[src/rtl/serial_adder.sv]
// ---------------------------------------------------------------------------
// serial_adder
//   Bit-serial adder/subtractor. One operand bit is processed per clock,
//   LSB first, through a single full-adder cell and a carry flip-flop.
//   A WIDTH-bit operation therefore takes WIDTH busy cycles followed by a
//   one-cycle done pulse. A new start is accepted in that done cycle, so
//   back-to-back operations repeat every WIDTH+1 cycles.
//
// Parameters
//   WIDTH  operand/result width in bits (2..64)
//
// Ports
//   clk    rising-edge clock
//   rst    asynchronous active-high reset
//   start  request a new operation (sampled only while busy is low)
//   sub    0: a+b+cin, 1: a-b (sampled with start)
//   a, b   operands
//   cin    carry-in for addition (ignored when subtracting)
//   busy   operation in progress
//   done   one-cycle pulse, sum/cout/ovf hold the new result
//   sum    result, held until the next completed operation
//   cout   carry-out (add) or not-borrow, i.e. a>=b unsigned (sub)
//   ovf    signed overflow of the completed operation
// ---------------------------------------------------------------------------
module serial_adder #(
  parameter int WIDTH = 8
) (
  input  logic             clk,
  input  logic             rst,
  input  logic             start,
  input  logic             sub,
  input  logic [WIDTH-1:0] a,
  input  logic [WIDTH-1:0] b,
  input  logic             cin,
  output logic             busy,
  output logic             done,
  output logic [WIDTH-1:0] sum,
  output logic             cout,
  output logic             ovf
);

  localparam int            CW   = (WIDTH > 1) ? $clog2(WIDTH) : 1;
  localparam logic [CW-1:0] LAST = CW'(WIDTH - 1);

  typedef enum logic {
    IDLE = 1'b0,
    RUN  = 1'b1
  } state_t;

  state_t           state_q, state_d;
  logic [CW-1:0]    cnt_q, cnt_d;
  logic             carry_q, carry_d;
  logic [WIDTH-1:0] x_q, x_d;
  logic [WIDTH-1:0] y_q, y_d;
  logic [WIDTH-1:0] sr_q, sr_d;
  logic [WIDTH-1:0] sum_q, sum_d;
  logic             cout_q, cout_d;
  logic             ovf_q, ovf_d;
  logic             done_q, done_d;

  logic             bit_s;
  logic             carry_s;
  logic [WIDTH-1:0] sr_shift;

  // Full-add cell on the current LSBs of the operand shift registers.
  assign bit_s   = x_q[0] ^ y_q[0] ^ carry_q;
  assign carry_s = (x_q[0] & y_q[0]) | (carry_q & (x_q[0] ^ y_q[0]));

  // New bit enters at the MSB; after WIDTH shifts bit 0 sits at the LSB.
  assign sr_shift = (sr_q >> 1) | (WIDTH'(bit_s) << (WIDTH - 1));

  always_comb begin
    state_d = state_q;
    cnt_d   = cnt_q;
    carry_d = carry_q;
    x_d     = x_q;
    y_d     = y_q;
    sr_d    = sr_q;
    sum_d   = sum_q;
    cout_d  = cout_q;
    ovf_d   = ovf_q;
    done_d  = 1'b0;

    case (state_q)
      IDLE: begin
        if (start) begin
          // Subtraction is a + ~b + 1: invert b and force the carry-in.
          x_d     = a;
          y_d     = b ^ {WIDTH{sub}};
          carry_d = sub ? 1'b1 : cin;
          cnt_d   = '0;
          state_d = RUN;
        end
      end
      RUN: begin
        x_d     = x_q >> 1;
        y_d     = y_q >> 1;
        sr_d    = sr_shift;
        carry_d = carry_s;
        cnt_d   = cnt_q + CW'(1);
        if (cnt_q == LAST) begin
          // carry_q is the carry into the MSB, carry_s the carry out of it.
          sum_d   = sr_shift;
          cout_d  = carry_s;
          ovf_d   = carry_q ^ carry_s;
          done_d  = 1'b1;
          cnt_d   = '0;
          state_d = IDLE;
        end
      end
      default: state_d = IDLE;
    endcase
  end

  always_ff @(posedge clk or posedge rst) begin
    if (rst) begin
      state_q <= IDLE;
      cnt_q   <= '0;
      carry_q <= 1'b0;
      sum_q   <= '0;
      cout_q  <= 1'b0;
      ovf_q   <= 1'b0;
      done_q  <= 1'b0;
    end else begin
      state_q <= state_d;
      cnt_q   <= cnt_d;
      carry_q <= carry_d;
      sum_q   <= sum_d;
      cout_q  <= cout_d;
      ovf_q   <= ovf_d;
      done_q  <= done_d;
    end
  end

  // Operand and partial-result shift registers are always reloaded before use.
  always_ff @(posedge clk) begin
    x_q  <= x_d;
    y_q  <= y_d;
    sr_q <= sr_d;
  end

  assign busy = (state_q == RUN);
  assign done = done_q;
  assign sum  = sum_q;
  assign cout = cout_q;
  assign ovf  = ovf_q;

endmodule

[config.mk]
export PLATFORM = sky130hd
export DESIGN_NAME = serial_adder
export DESIGN_NICKNAME = d
export VERILOG_FILES = /design/src/rtl/serial_adder.sv
export SDC_FILE = /design/constraint.sdc
export NUM_CORES = 1
export LEC_CHECK = 0
export ABC_AREA = 1
export CAP_MARGIN = 20
export CORE_MARGIN = 3
export CORE_UTILIZATION = 51
export DETAILED_ROUTE_END_ITERATION = 12
export PLACE_DENSITY_LB_ADDON = 0.25
export SLEW_MARGIN = 5
export SYNTH_ARGS = -nofsm -noshare
export SYNTH_HDL_FRONTEND = slang
export SYNTH_SLANG_ARGS = --single-unit
[constraint.sdc]
create_clock -name clk -period 1.58 [get_ports clk]
set_input_delay 0.316 -clock clk [delete_from_list [all_inputs] [get_ports clk]]
set_output_delay 0.316 -clock clk [all_outputs]
set_load 0.1 [all_outputs]
==> flow_summary.json <==
{
  "synth_top_area_share": 0.405,
  "synthTopCellsByArea": "edfxtp_1 40%, dfrtp_1 23%, nand2_1 20%, inv_1 3.3%, nand3_1 2.6%",
  "rr_worst_depth": 6,
  "dieArea_sq_um": 4070,
  "start_util": 0.545,
  "p_clk_frac": 0.098,
  "critPathArrivalTime_ns": 1.17,
  "first_global_vias": 1204,
  "antenna_found_initial": 0,
  "switching_power_w": 0.00219,
  "p_int_w": 0.00275,
  "drc": 0,
  "grt_max_degree": 17,
  "multiInputGateArea_sq_um": 489,
  "yosysSeqAreaShare": 0.640,
  "critPathRequiredTime_ns": 1.26,
  "maxCapViolations": 0,
  "clock_latency_ns": 0.34,
  "fp.dieH_microns": 63.8,
  "drtPass1Iterations": 4,
  "tritoncts": "done",
  "hold_slack_ns": 0.304,
  "gr-total-overflow": 0,
  "setup_slack_ns": 0.0947,
  "syn_to_final_growth_pct": 32.3,
  "timing_hold_violations_final": 0,
  "cp_max_fo": 12,
  "finalSetupTns_ns": 0,
  "status": "complete, no violations",
  "setup-violations-final": 0,
  "ys_types": 18,
  "synth-seq-cells": 39,
  "final_max_slew_viol_count": 0,
  "hp-class": "input pin to async pin",
  "dp.cells": 248,
  "dpl_worst_slack_ns": 0.000878,
  "powerDensity_nw_per_um2": 2190,
  "ir_drop_v": 0.00114,
  "clock_path_buffers": 2,
  "io_pins": 33,
  "path_class": "flip-flop to output pin",
  "timing.rr.end": "sum[4]",
  "fin_crit_ns": 1.49,
  "routedWlPerCell_microns": 12.5,
  "final_nets": 236,
  "synth_cells": 174,
  "rsz0062_at_grt": "false",
  "leakage_nw": 1.09,
  "rows": 20,
  "core-area_sq_um": 3130,
  "grt.total_usage": 0.178,
  "place_hpwl_microns": 2380,
  "synthesis.area_sq_um": 1710,
  "yosys_warnings": 0,
  "syn_area_per_cell_sq_um": 9.80,
  "synth_nets": 198,
  "cp-start-kind": "flip-flop",
  "clock.fmax_mhz": 673,
  "pwr-share-comb": 0.498,
  "critical_path.endpoint": "busy",
  "vias_per_cell": 4.75,
  "cts_hold_buf": 0,
  "dr_total_vias": 1222,
  "period_share": 0.940,
  "drt-total-wl_microns": 3220,
  "seq_area_sq_um": 1090,
  "yosysTopAreaCell": "edfxtp_1",
  "dpl_cell_area_sq_um": 2190,
  "antenna_left": 0,
  "p_sw_frac": 0.443,
  "fin_skew_ns": 0.00674,
  "place_congestion": 0.818,
  "antennaDiodeCount": 0,
  "clk_pin_slew_worst_paths_ns": 0.11,
  "final_cells": 257,
  "rr_startpoint": "cnt_q[0]",
  "grt_pass1_wl_microns": 5360,
  "crit_start": "busy",
  "worst_slew_pin_slew_ns": 0.317,
  "cts_buffers": 5,
  "fin_area_sq_um": 2260,
  "fillCellCount": 233,
  "drt_iter0_drc": 51,
  "clk_root_buffer_cell": "clkbuf_4",
  "die_x_microns": 63.8,
  "io_buffers": 32,
  "numClockSinks": 39,
  "max-slew-margin-rel": 0.788,
  "ctsHtreeMaxLevel": 2,
  "seqPwrFrac": 0.404,
  "endpoint_kind": "output pin",
  "drive_gt1_frac": 0.146,
  "reg2reg_slack_ns": 0.12
}
[registers in the layout, indices dropped and copies added (netlist names)]
name,flops
sum,8
cout,1
x_q,8
y_q,8
carry_q,1
cnt_q,3
busy,1
ovf,1
done,1
sr_q,7
[cells by family after synthesis]
| family | share of synthesized area |
|---|---|
| buf+inv | 0.0734 |
| flops | 0.640 |
| xor+xnor | 0.00514 |
| fa+ha+maj | 0.0264 |
| simple gates | 0.244 |
| compound gates | 0.0110 |
[power groups by stage]
stage          clock network, W  registers [W]  logic [W]
3_5_place_dp                  0        0.00205    0.00241
3_3_place_gp                  0        0.00202    0.00234
6_report               0.000484        0.00199    0.00246
2_1_floorplan                 0        0.00283   0.000738
4_1_cts                0.000496        0.00199    0.00247
5_1_grt                0.000550        0.00204    0.00261
[worst min-delay path by stage]
stage | end | from | cells past startpoint
floorplan | carry_q | rst | 1
global placement | sr_q[4] | sr_q[5] | 0
detailed placement | sr_q[5] | sr_q[6] | 0
CTS | done | rst | 3
global route | sum[0] | rst | 3
finish | sum[0] | rst | 3
[routing by layer]
layer	GRT usage	routed length [microns]	vias to the layer above
met5	0	0	-
met4	0.0809	53	0
met3	0.0633	167	5
met2	0.294	1640	33
met1	0.206	1360	571
li1	-	-	613
[worst max-delay path, stage by stage (launching register included)]
cell	delay, ns
dfrtp_4	0.50
buf_6	0.16
buf_12	0.17
[cell usage after synthesis (all sizes together)]
master,count
o21ai,3
nand2,91
nand3,9
clkinv,1
xnor2,1
ha,2
edfxtp,23
fa,1
buf,6
inv,17
dfrtp,16
nor2,4
[cells in the final DEF (no fill, tap or decap), types with 2 or more instances in the layout]
cell type,synthesis,layout
ha_1,2,2
buf_12,0,13
clkdlybuf4s50_1,0,20
edfxtp_1,23,23
nor2_1,3,3
clkbuf_1,0,2
nand3_1,9,9
clkinv_2,1,2
nand2_1,90,90
buf_4,3,3
dfrtp_1,16,15
inv_1,15,14
inv_2,2,2
clkbuf_4,0,5
[stage by stage]
step / total power (W) / util
2_1_floorplan: 0.00356 / -
3_3_place_gp: 0.00436 / 0.702
3_5_place_dp: 0.00446 / 0.702
4_1_cts: 0.00495 / 0.720
5_1_grt: 0.00520 / 0.721
6_report: 0.00493 / 0.721
[cell type report]
class,count,share of cell area
clock buffers,7,0.0200
clock inverters,1,0.00222
inverters,18,0.0322
multi-input cells,111,0.217
flip-flops and latches,39,0.485
well taps,44,0.0244
repair buffers,37,0.219
[repair_timing]
action                     in CTS  in global routing
resized for setup               0                  1
setup endpoints to repair       1                  1
setup buffers                   1                  0
No activity file was read; power rests on OpenSTA's default activity.
